`src/rtl/game_pkg.sv`:
```
// -----------------------------------------------------------------------------
// game_pkg
//   Shared types for the two-game console round controller.
//   - image_e  : banner image index shown on the banner/quad-display path
//   - state_e  : round sequencer state
//   - result_e : outcome of a finished round
// -----------------------------------------------------------------------------
package game_pkg;

   typedef enum logic [1:0] {
      IMG_TITLE = 2'd0,
      IMG_READY = 2'd1,
      IMG_WIN   = 2'd2,
      IMG_LOSE  = 2'd3
   } image_e;

   typedef enum logic [2:0] {
      ST_IDLE      = 3'd0,
      ST_REGEN     = 3'd1,
      ST_COUNTDOWN = 3'd2,
      ST_RUN       = 3'd3,
      ST_PAUSE     = 3'd4,
      ST_RESULT    = 3'd5
   } state_e;

   typedef enum logic {
      RES_WIN  = 1'b0,
      RES_LOSE = 1'b1
   } result_e;

   // Width of the visible countdown digit.
   localparam int COUNT_WIDTH = 4;

endpackage

```
`src/rtl/sec_tick_gen.sv`:
```
// -----------------------------------------------------------------------------
// sec_tick_gen
//   Divides clk down to a one-cycle tick every TICKS_PER_SEC enabled cycles.
//   Used by the round sequencer for the countdown and the result hold.
//
// Ports
//   clk     in   system clock
//   rst     in   synchronous, active-high reset
//   clear   in   hold the divider at 0 (the next second starts in full)
//   enable  in   advance the divider; low freezes it where it is
//   tick    out  high for one cycle on the last cycle of each second
// -----------------------------------------------------------------------------
module sec_tick_gen #(
   parameter int TICKS_PER_SEC = 50_000_000
) (
   input  logic clk,
   input  logic rst,
   input  logic clear,
   input  logic enable,
   output logic tick
);

   localparam int CW = (TICKS_PER_SEC > 1) ? $clog2(TICKS_PER_SEC) : 1;
   localparam logic [CW-1:0] LAST = CW'(TICKS_PER_SEC - 1);

   logic [CW-1:0] cnt;

   // Combinational so the consumer sees the tick in the same cycle the
   // divider wraps; the consumer registers everything it derives from it.
   assign tick = enable && !clear && (cnt == LAST);

   // NOTE: sequential state is always written with non-blocking assignments
   // so every flop samples the pre-edge values of its neighbours.
   always_ff @(posedge clk) begin
      if (rst || clear) begin
         cnt <= '0;
      end else if (enable) begin
         cnt <= tick ? '0 : cnt + CW'(1);
      end
   end

endmodule

```
`src/rtl/round_sequencer.sv`:
```
// -----------------------------------------------------------------------------
// round_sequencer
//   Top-level round controller for the two-game console. Sequences a round:
//   level regeneration handshake, visible countdown, run/pause, win/lose
//   banner hold, and rating tracking. All outputs are registered.
//
// Configuration
//   ROUND_SEQ_RESUME_COUNTDOWN_EN : when defined, releasing pause replays a
//   full countdown before play resumes; otherwise play resumes immediately.
//
// Ports
//   clk                 in   system clock
//   rst                 in   synchronous, active-high reset
//   i_start             in   start button level (edge-detected here)
//   i_pause             in   pause switch level
//   i_win               in   ball game won
//   i_lose1             in   ball game lost
//   i_lose2             in   obstacle game lost
//   i_ready             in   safe zone generated (level)
//   o_regenerate_level  out  one-cycle regenerate request to the ball engine
//   o_game_running      out  1 = engines run, 0 = engines paused/banner shown
//   o_image_number      out  banner index (TITLE/READY/WIN/LOSE)
//   o_current_rating    out  rating for the quad display
//   o_countdown         out  remaining countdown seconds, 0 outside countdown
// -----------------------------------------------------------------------------
module round_sequencer
   import game_pkg::*;
#(
   parameter int TICKS_PER_SEC   = 50_000_000,
   parameter int COUNTDOWN_SEC   = 3,
   parameter int RESULT_HOLD_SEC = 2,
   parameter int REGEN_TIMEOUT   = 1_000_000,
   parameter int RATING_WIDTH    = 8,
   parameter int NUM_IMAGES      = 4
) (
   input  logic                          clk,
   input  logic                          rst,
   input  logic                          i_start,
   input  logic                          i_pause,
   input  logic                          i_win,
   input  logic                          i_lose1,
   input  logic                          i_lose2,
   input  logic                          i_ready,
   output logic                          o_regenerate_level,
   output logic                          o_game_running,
   output logic [$clog2(NUM_IMAGES)-1:0] o_image_number,
   output logic [RATING_WIDTH-1:0]       o_current_rating,
   output logic [3:0]                    o_countdown
);

   localparam int IMG_W = $clog2(NUM_IMAGES);
   localparam int RCW   = (REGEN_TIMEOUT > 1) ? $clog2(REGEN_TIMEOUT) : 1;
   localparam int HCW   = (RESULT_HOLD_SEC > 1) ? $clog2(RESULT_HOLD_SEC) : 1;

   localparam logic [RCW-1:0]         REGEN_LAST = RCW'(REGEN_TIMEOUT - 1);
   localparam logic [HCW-1:0]         HOLD_LAST  = HCW'(RESULT_HOLD_SEC - 1);
   localparam logic [COUNT_WIDTH-1:0] COUNT_LOAD = COUNT_WIDTH'(COUNTDOWN_SEC);

   // Registered state and outputs (_q) with their next values (_d).
   state_e                   state_q, state_d;
   result_e                  result_q, result_d;
   image_e                   image_q, image_d;
   logic [COUNT_WIDTH-1:0]   count_q, count_d;
   logic [HCW-1:0]           hold_q, hold_d;
   logic [RCW-1:0]           regen_cnt_q, regen_cnt_d;
   logic [RATING_WIDTH-1:0]  rating_q, rating_d;
   logic                     regen_pulse_q, regen_pulse_d;
   logic                     running_q;

   logic start_q, start_prev_q, start_edge;
   logic tick, tick_clear, tick_enable;

   assign start_edge = start_q && !start_prev_q;

   // The divider only runs in the two timed states; holding it cleared
   // everywhere else guarantees a full first second on entry.
   assign tick_clear  = !(state_q == ST_COUNTDOWN || state_q == ST_RESULT);
   assign tick_enable = (state_q == ST_COUNTDOWN && !i_pause) ||
                        (state_q == ST_RESULT);

   sec_tick_gen #(
      .TICKS_PER_SEC (TICKS_PER_SEC)
   ) u_sec_tick (
      .clk    (clk),
      .rst    (rst),
      .clear  (tick_clear),
      .enable (tick_enable),
      .tick   (tick)
   );

   // NOTE: every signal assigned here gets a default first, so no path can
   // leave one unassigned and infer a latch.
   always_comb begin
      state_d       = state_q;
      result_d      = result_q;
      image_d       = image_q;
      count_d       = '0;
      hold_d        = hold_q;
      regen_cnt_d   = '0;
      rating_d      = rating_q;
      regen_pulse_d = 1'b0;

      unique case (state_q)
         ST_IDLE: begin
            // Image stays TITLE or the last result until the next start.
            if (start_edge) begin
               rating_d      = '0;
               state_d       = ST_REGEN;
               regen_pulse_d = 1'b1;
               image_d       = IMG_READY;
            end
         end

         ST_REGEN: begin
            image_d = IMG_READY;
            if (i_ready) begin
               state_d = ST_COUNTDOWN;
               count_d = COUNT_LOAD;
            end else if (regen_cnt_q == REGEN_LAST) begin
               // Ball engine never answered: ask again, restart the wait.
               regen_pulse_d = 1'b1;
            end else begin
               regen_cnt_d = regen_cnt_q + RCW'(1);
            end
         end

         ST_COUNTDOWN: begin
            image_d = IMG_READY;
            count_d = count_q;
            if (tick) begin
               if (count_q == COUNT_WIDTH'(1)) begin
                  state_d = ST_RUN;
                  count_d = '0;
               end else begin
                  count_d = count_q - COUNT_WIDTH'(1);
               end
            end
         end

         ST_RUN: begin
            if (i_lose1 || i_lose2) begin
               state_d  = ST_RESULT;
               result_d = RES_LOSE;
               image_d  = IMG_LOSE;
               hold_d   = '0;
            end else if (i_win) begin
               state_d  = ST_RESULT;
               result_d = RES_WIN;
               image_d  = IMG_WIN;
               hold_d   = '0;
               if (rating_q != '1) begin
                  rating_d = rating_q + RATING_WIDTH'(1);
               end
            end else if (i_pause) begin
               state_d = ST_PAUSE;
               image_d = IMG_READY;
            end
         end

         ST_PAUSE: begin
            image_d = IMG_READY;
            if (!i_pause) begin
`ifdef ROUND_SEQ_RESUME_COUNTDOWN_EN
               state_d = ST_COUNTDOWN;
               count_d = COUNT_LOAD;
`else
               state_d = ST_RUN;
`endif
            end
         end

         ST_RESULT: begin
            if (tick) begin
               if (hold_q == HOLD_LAST) begin
                  hold_d = '0;
                  if (result_q == RES_WIN) begin
                     state_d       = ST_REGEN;
                     regen_pulse_d = 1'b1;
                     image_d       = IMG_READY;
                  end else begin
                     state_d = ST_IDLE;
                  end
               end else begin
                  hold_d = hold_q + HCW'(1);
               end
            end
         end

         default: begin
            state_d = ST_IDLE;
         end
      endcase
   end

   always_ff @(posedge clk) begin
      if (rst) begin
         state_q       <= ST_IDLE;
         result_q      <= RES_WIN;
         image_q       <= IMG_TITLE;
         count_q       <= '0;
         hold_q        <= '0;
         regen_cnt_q   <= '0;
         rating_q      <= '0;
         regen_pulse_q <= 1'b0;
         running_q     <= 1'b0;
         // Both history bits read as "already high" so a button held through
         // reset cannot look like a fresh press afterwards.
         start_q       <= 1'b1;
         start_prev_q  <= 1'b1;
      end else begin
         state_q       <= state_d;
         result_q      <= result_d;
         image_q       <= image_d;
         count_q       <= count_d;
         hold_q        <= hold_d;
         regen_cnt_q   <= regen_cnt_d;
         rating_q      <= rating_d;
         regen_pulse_q <= regen_pulse_d;
         running_q     <= (state_d == ST_RUN);
         start_q       <= i_start;
         start_prev_q  <= start_q;
      end
   end

   assign o_regenerate_level = regen_pulse_q;
   assign o_game_running     = running_q;
   assign o_image_number     = IMG_W'(image_q);
   assign o_current_rating   = rating_q;
   assign o_countdown        = count_q;

endmodule

```
`config.mk`:
```
export PLATFORM = sky130hd
export DESIGN_NAME = round_sequencer
export DESIGN_NICKNAME = d
export VERILOG_FILES = /design/src/rtl/game_pkg.sv /design/src/rtl/sec_tick_gen.sv /design/src/rtl/round_sequencer.sv
export SDC_FILE = /design/constraint.sdc
export NUM_CORES = 1
export LEC_CHECK = 0
export BUFFER_PORTS_ARGS = -buffer_cell sky130_fd_sc_hd__buf_4
export CORE_MARGIN = 10
export CORE_UTILIZATION = 45
export DETAILED_ROUTE_END_ITERATION = 7
export PLACE_DENSITY = 0.69
export SLEW_MARGIN = 20
export SYNTH_ARGS = -nofsm -noshare
export SYNTH_HDL_FRONTEND = slang
export SYNTH_SLANG_ARGS = --single-unit
export TNS_END_PERCENT = 50
```
`constraint.sdc`:
```
create_clock -name clk -period 3.8 [get_ports clk]
set_clock_uncertainty 0.2 [all_clocks]
set_input_delay 0.38 -clock clk [delete_from_list [all_inputs] [get_ports clk]]
set_output_delay 0.38 -clock clk [all_outputs]
set_load 0.01 [all_outputs]
```
* Word level (Yosys, flattened, before mapping)
Cells that the tools add are included.
** Operators by class
- Divide/modulo/power cells :: 0
- Multiply operators :: 0
- Bitwise gates (word level) :: 1
- Multiplexer cells :: 43
- Add/subtract/negate cells :: 5
- $lt $le $gt $ge :: 0
- Shift-type cells :: 0
- Reduce and logical (&&, ||, !) cells :: 22
- Equality and inequality tests :: 20
** Operator list (number)
- two-way mux 8 bit :: 4
- two-way mux 3 bit :: 10
- adder 26 x 1 -> 26 bit, second input constant :: 1
- equality test 26 bit, second input constant :: 1
- two-way mux 26 bit :: 1
- adder 20 x 1 -> 20 bit, second input constant :: 1
- equality test 20 bit, second input constant :: 1
- one-hot mux 3 bit (6 select lines) :: 1
- two-way mux 2 bit :: 8
- one-hot mux 8 bit (2 select lines) :: 1
- two-way mux 1 bit :: 12
- inequality test 2 bit, second input constant :: 6
- equality test 3 x 2 -> 1 bit, second input constant :: 3
- adder 8 x 1 -> 8 bit, second input constant :: 1
- two-way mux 4 bit :: 2
- inequality test 8 bit, second input constant :: 1
- one-hot mux 2 bit (4 select lines) :: 1
- one-hot mux 4 bit (2 select lines) :: 1
- equality test 3 bit, second input constant :: 2
- AND reduction 6 bit :: 1
- nonzero test 2 bit :: 3
- AND reduction 5 bit :: 1
- equality test 4 x 1 -> 1 bit, second input constant :: 1
- logical AND 1 bit :: 4
- 17 further kinds :: 23
** Word-level totals
- RAM bits :: 0
- Bits of input ports :: 8
- Bits in latches :: 0
- Memory bits (read-only) :: 0
- Memories :: 0
- Output and inout port bits :: 16
- Logic and storage cells :: 103
- Bits in registers :: 69

* Depth between registers and ports, before layout
Gate-level depths: netlist of run 1.
- Word-level depth :: 8
- Depth in mapped cells :: 7
- Depth with buffers taken out :: 6

* Modules after synthesis
From an unflattened synthesis of run 1, not the netlist that was laid out.
** Unflattened totals
- Cells, all modules :: 409
- Area total of the unflattened synthesis :: 3533.4 µm²
** Modules (own cells, without submodules)
- round_sequencer :: sequential area each 860.8 µm², instances 1, area an instance 2237.1 µm², cells each 263
- sec_tick_gen :: sequential area each 520.5 µm², instances 1, area an instance 1296.2 µm², cells each 146

* Worst setup path after synthesis of run 1
Ideal clock, no wire load.
- Path kind :: in2reg
- Start :: input port i_pause
- End :: register count_q[3] (netlist: o_countdown[3])
- Data required time :: 3.530 ns
- Cell stages on the path :: 5
- Setup time :: 0.070 ns
- Path buffers :: 0
- Data arrival time :: 1.730 ns
- Path slack :: 1.800 ns
- Path through :: nor4b_4 o211a_4 nand3_4 or4_1 a21boi_1
** On the way
- Word-level cells in the longest chain between the ends :: 6
** Ends and longest elaborated chain
- start: declaration :: line round_sequencer.sv:39 : input logic i_pause,
- zero test 1 bit
- logical AND 1 bit :: line round_sequencer.sv:78 : assign tick_enable = (state_q == ST_COUNTDOWN && !i_pause) ||
- logical OR 1 bit :: line round_sequencer.sv:78
- logical AND 1 bit (2 in a row) :: line sec_tick_gen.sv:30 : assign tick = enable && !clear && (cnt == LAST);
- inequality test 2 x 1 -> 1 bit (no source line)
- end signal: assignment :: line round_sequencer.sv:214 : count_q <= count_d;
- end: declaration :: line round_sequencer.sv:63 : logic [COUNT_WIDTH-1:0] count_q, count_d;
Every way passes these cells.
A chain may end at the register's enable or synchronous reset.

* Worst setup path in the final report of run 1
- Start :: register state_q[1]
- End :: register u_sec_tick.cnt[6]
** On the way
- Word-level cells in the longest chain between the ends :: 6
- Elaborated cells between the ends (all ways) :: 10
- Classes of those cells :: eq/ne (2); mux (1); reduce/logical (7)
** Ends and longest elaborated chain
- start: declaration :: line round_sequencer.sv:60 : state_e state_q, state_d;
- start signal: assignment :: line round_sequencer.sv:211 : state_q <= state_d;
- equality test 3 x 2 -> 1 bit :: line round_sequencer.sv:77, round_sequencer.sv:78
- logical AND 1 bit :: line round_sequencer.sv:78
- logical OR 1 bit :: line round_sequencer.sv:78
- logical AND 1 bit (2 in a row) :: line sec_tick_gen.sv:30
- two-way mux 26 bit :: line sec_tick_gen.sv:38 : cnt <= tick ? '0 : cnt + CW'(1);
- end signal: assignment :: line sec_tick_gen.sv:38
- end: declaration :: line sec_tick_gen.sv:26 : logic [CW-1:0] cnt;
Several ways; a longest one is shown, not always the timed one.

==> flow_summary.ini, run 1 <==
[grt]
antenna_found_initial = 0
grt_start_max_net_pins = 24
overflow = 0
grt_pass1_wl_um = 12300
track_usage_pct = 12.8
first_global_vias = 2723

[clocking]
cts_tree = yes
cts.sinks = 69
path_clk_slew_ns = 0.08
post_cts.repair.setup_buffers = 0
cts_made_buffers = 9
clock_latency_ns = 0.35
h-tree-depth = 3
cts_root_buf = clkbuf_8
clockBufferDepth = 2

[outcome]
status = finished clean

[critical_path]
crit_path_top_delay_cell = dfxtp_1
start_kind = register
worstRegToRegCells = 5
critPathArrivalTime_ns = 2.68
worstSetupEndpointType = register
crit_required_ns = 3.79
cp_cell_sequence = nor4b_4 -> o211a_4 -> nand3_4 -> nand2b_1 -> nor2_1
cp-startpoint = state_q[1]
crit_fanout = 23
r2r_start = state_q[1]
critPathKind = register to register
cpPeakStageDelay_ns = 0.70

[finish]
syn_to_final_growth_pct = 14.3
layout_commonest_cell = nor2_1
antenna_cells = 0
fillerInstances = 737
regArea_mm2 = 0.00138
multi_input_area_mm2 = 0.00189
drive_gt1_share_pct = 11.2
layout_common_cells = 75 x nor2_1, 69 x dfxtp_1, 35 x xnor2_1, 27 x nand2_1, 25 x nand3_1
fin_cells = 526
nNetsFinal = 435

[die]
dieArea_mm2 = 0.0114
die_w_um = 107
io_pins = 24
rows = 31
coreArea_mm2 = 0.00729
dieHeight_um = 107
start_util_pct = 46.3

[detailed_routing]
routedWlPerCell_um = 13.4
drtIter0Drc = 155
ant_nets = 0
post-route-drc-count = 0
dr.pass1.iters = 4
vias = 2841
viasPerCell = 5.40
totalWireLength_um = 7040

[synth]
synth-seq-area-share_pct = 40.9
synth-main-ff-cell = dfxtp_1
avgSynthCellArea_um2 = 8.40
ys_async_sr_fraction_pct = 0
synthDistinctLibCells = 51
synth-edff-count = 0
ys.warnings.count = 0
ys_ff_latch = 69
synth_fp_nets = 415
synth_cells = 402
syn_area_mm2 = 0.00338

[timing]
slew_headroom_pct = 42.1
hold_viol = 0
timing.final.crit_period_ns = 2.69
hold_slack_ns = 0.132
rsz0062_at_grt = no
fin_setup_tns_ns = 0
finalSetupViolations = 0
fmax_mhz = 372
fin_crit_sh_pct = 70.7
tightest_slew_ns = 0.868
drv_slew = 0

[power_and_ir_drop]
power.leakage_nw = 1.22
vdd_drop_max_v = 0.000219
powerDensity_mw_per_mm2 = 390

[job]
max_cap_violations = 0

[placement]
place_inst = 509
routabilityCongestion = 0.835
hpwl_um = 4930
numPortBuffers = 23

[worst_hold_path]
hp-class = primary input to register
hp-start = rst
min_delay_path_depth = 2
==> cell usage after synthesis, drive strengths merged (5+ instances only) <==
master	n	area, µm²
nor2	75	282
dfxtp	69	1380
xnor2	35	307
nand2	27	101
nand3	26	143
nor3	17	85.1
nor4	14	87.6
xor2	13	114
inv	10	37.5
and4	9	80.1
nand4	9	56.3
o21ai	9	45.0
clkbuf	8	30.0
buf	7	42.5
nor2b	7	43.8
a21oi	6	30.0
a31oi	6	37.5
ha	5	62.6
nor3b	5	37.5
or3	5	31.3
==> metrics by stage <==
step | util (%) | power [mW] | cell area, µm² | worst slack (ns)
after detailed placement | 49.4 | 0.786 | 3600 | 1.10
after global placement | 49.4 | 0.785 | 3600 | 1.23
after global routing | 52.9 | 1.56 | 3860 | 0.855
final | 52.9 | 1.51 | 3860 | 1.11
after CTS | 52.9 | 1.53 | 3860 | 1.10
after floorplan | - | 0.771 | 3380 | 1.80
==> repair_timing <==
item | in CTS | in global routing
hold buffers | 1 | 0
endpoints found under the hold margin | 1 | 0
resized for setup | 0 | 0
==> flip-flops by register name, indices dropped and copies added, names as in the netlist <==
| register | cells |
|---|---|
| hold_q | 1 |
| o_countdown | 4 |
| o_current_rating | 8 |
| o_game_running | 1 |
| o_image_number | 2 |
| o_regenerate_level | 1 |
| regen_cnt_q | 20 |
| result_q | 1 |
| start_prev_q | 1 |
| start_q | 1 |
| state_q | 3 |
| u_sec_tick.cnt | 26 |
==> metal layers <==
| metal | part of all wire [%] | vias up | global-route usage [%] | routed length [µm] |
|---|---|---|---|---|
| li1 | - | 1451 | - | - |
| met1 | 48 | 1327 | 15.8 | 3410 |
| met2 | 46 | 55 | 20.6 | 3270 |
| met3 | 3.8 | 8 | 4.25 | 270 |
| met4 | 1.3 | 0 | 4.35 | 93 |
| met5 | 0 | - | 0 | 0 |
==> critical path, delay by kind of cell, from the launching register on <==
| kind | cells | cell delay, ns |
|---|---|---|
| AO/OA/AOI/OAI | 1 | 0.27 |
| flip-flops | 1 | 0.70 |
| AND/OR/NAND/NOR | 4 | 1.36 |
==> report_power, final <==
group / switching (mW) / internal [mW]
Clock: 0.284 / 0.452
Sequential: 0.00498 / 0.726
Combinational: 0.0223 / 0.0164
==> cell families (layout without fill, tap and decap cells) <==
group	after synthesis	in the layout	synth area share, %
compound gates	42	42	8.82
xor+xnor	48	48	12.4
fa+ha+maj	5	5	1.85
buf+inv	25	50	3.26
flops	69	69	40.9
mux	1	1	0.296
simple gates	212	212	32.4
==> final timing paths <==
kind | to | slack [ns]
max | u_sec_tick.cnt[6] | 1.11
min reg2reg | start_prev_q | 0.26
max reg2reg | u_sec_tick.cnt[6] | 1.11
min | o_countdown[0] | 0.13
==> area by class of cell <==
cell class / instances / share of cell area [%]
multi-input cells: 308 / 48.9
flip-flops and latches: 69 / 35.8
repair buffers: 24 / 4.73
clock buffers: 10 / 3.57
well taps: 99 / 3.21
clock inverters: 6 / 2.85
inverters: 10 / 0.972
Note: power is estimated with default switching activity, not from simulation.
==> inputs of run 2 (changes only) <==
--- a/config.mk
+++ b/config.mk
@@ -9,7 +9,7 @@
 export CORE_MARGIN = 10
 export CORE_UTILIZATION = 45
 export DETAILED_ROUTE_END_ITERATION = 7
-export PLACE_DENSITY = 0.69
+export PLACE_DENSITY = 0.72
 export SLEW_MARGIN = 20
 export SYNTH_ARGS = -nofsm -noshare
 export SYNTH_HDL_FRONTEND = slang
==> constraint.sdc (replaced) <==
create_clock -name clk -period 2.3 [get_ports clk]
set_clock_uncertainty 0.2 [all_clocks]
set_input_delay 0.23 -clock clk [delete_from_list [all_inputs] [get_ports clk]]
set_output_delay 0.23 -clock clk [all_outputs]
set_load 0.01 [all_outputs]
==> run 2 against run 1 <==
Compared with the run above: non-clock buffer count is 16 higher; sequential power is 66% higher; wire length is 5.1% lower; critical path type unchanged; critical endpoint is now o_countdown[3].
==> flow_summary.ini, run 2 (same netlist as run 1, synthesis figures left out) <==
[critical_path]
critPathArrivalTime_ns = 2.19
worstSetupEndpointType = register
crit_fanout = 8
worstRegToRegCells = 5
start_kind = register
cp-startpoint = state_q[0]
crit_required_ns = 2.37
r2r_start = state_q[0]
r2r_slack_ns = 0.18
critPathKind = register to register

[finish]
antenna_cells = 0
largest_reg_flops = 26
nNetsFinal = 451
layout_commonest_cell = nor2_1
drive_gt1_share_pct = 13.5
final_cell_area_mm2 = 0.00390
syn_to_final_growth_pct = 15.4
fin_cells = 542
post-route-util_pct = 53.5
layout_common_cells = 75 x nor2_1, 69 x dfxtp_1, 38 x buf_4, 35 x xnor2_1, 27 x nand2_1
top_register = u_sec_tick.cnt
fillerInstances = 681

[timing]
slew_headroom_pct = 57.6
fin_crit_sh_pct = 92.3
fin_ws_ns = 0.178
tightest_slew_ns = 0.636
finalSetupViolations = 0
timing.final.crit_period_ns = 2.12
fin_setup_tns_ns = 0
hold_viol = 0
fmax_mhz = 471
drv_slew = 0
rsz0062_at_grt = no
hold_slack_ns = 0.0289

[power_and_ir_drop]
powerDensity_mw_per_mm2 = 534
p_total_mw = 2.08
vdd_drop_max_v = 0.000342
power.leakage_nw = 1.26

[detailed_routing]
totalWireLength_um = 6690
dr.pass1.iters = 4
vias = 2827
viasPerCell = 5.22
ant_nets = 0
post-route-drc-count = 0
drtIter0Drc = 131
routedWlPerCell_um = 12.3

[die]
die_w_um = 107
dieArea_mm2 = 0.0114
dieHeight_um = 107
rows = 31
start_util_pct = 46.3
coreArea_mm2 = 0.00729
io_pins = 24

[placement]
place_area_mm2 = 0.00371
numPortBuffers = 23
place_inst = 524
routabilityCongestion = 0.917
place_ws_ns = 0.184
hpwl_um = 4940

[clocking]
cts_made_buffers = 9
clock_latency_ns = 0.33
h-tree-depth = 3
post_cts.repair.setup_buffers = 0
cts_tree = yes
path_clk_slew_ns = 0.07
cts.sinks = 69
cts_root_buf = clkbuf_8
clockBufferDepth = 2

[grt]
grt_start_max_net_pins = 24
antenna_found_initial = 0
grt_pass1_wl_um = 11500
track_usage_pct = 11.9
first_global_vias = 2644
overflow = 0

[worst_hold_path]
min_delay_path_depth = 4
hp-class = primary input to register
hp-start = i_win

[outcome]
status = finished clean

[job]
max_cap_violations = 0
[run 2: final timing paths]
check | endpoint
worst max-delay path | o_countdown[3]
worst min-delay path | result_q
worst max register to register | o_countdown[3]
worst min register to register | start_prev_q
[run 2: routing by layer]
metal / part of all wire [%] / GRT usage, %
met1: 49 / 14.6
met2: 47 / 19.2
met3: 3.5 / 4.37
met4: 0.91 / 3.29
met5: 0 / 0
[run 2: cell type report]
cell class | count | area (µm²) | share of cell area [%]
Multi-Input combinational cell | 308 | 1900 | 48.7
Sequential cell | 69 | 1380 | 35.4
Timing Repair Buffer | 40 | 305 | 7.83
Clock buffer | 14 | 143 | 3.66
Tap cell | 99 | 124 | 3.18
Inverter | 10 | 37.5 | 0.963
Clock inverter | 2 | 10.0 | 0.257
[run 2: critical path, stage by stage, from the launching register on]
cell,delay [ns]
dfxtp_1,0.48
and3b_1,0.34
o211a_4,0.25
nand3_4,0.12
or4_1,0.53
a21boi_1,0.14
[run 2: power by group]
group / leakage, nW / internal, mW / switching (mW)
Combinational: 0.627 / 0.0325 / 0.0408
Sequential: 0.556 / 1.20 / 0.00505
Clock: 0.0784 / 0.390 / 0.411
Total: 1.26 / 1.62 / 0.457
[run 2: what timing repair did]
item / CTS / global route
endpoints found under the setup margin: 0 / 20
hold buffers: 2 / 0
hold endpoints to repair: 6 / 0
resized for setup: 0 / 2
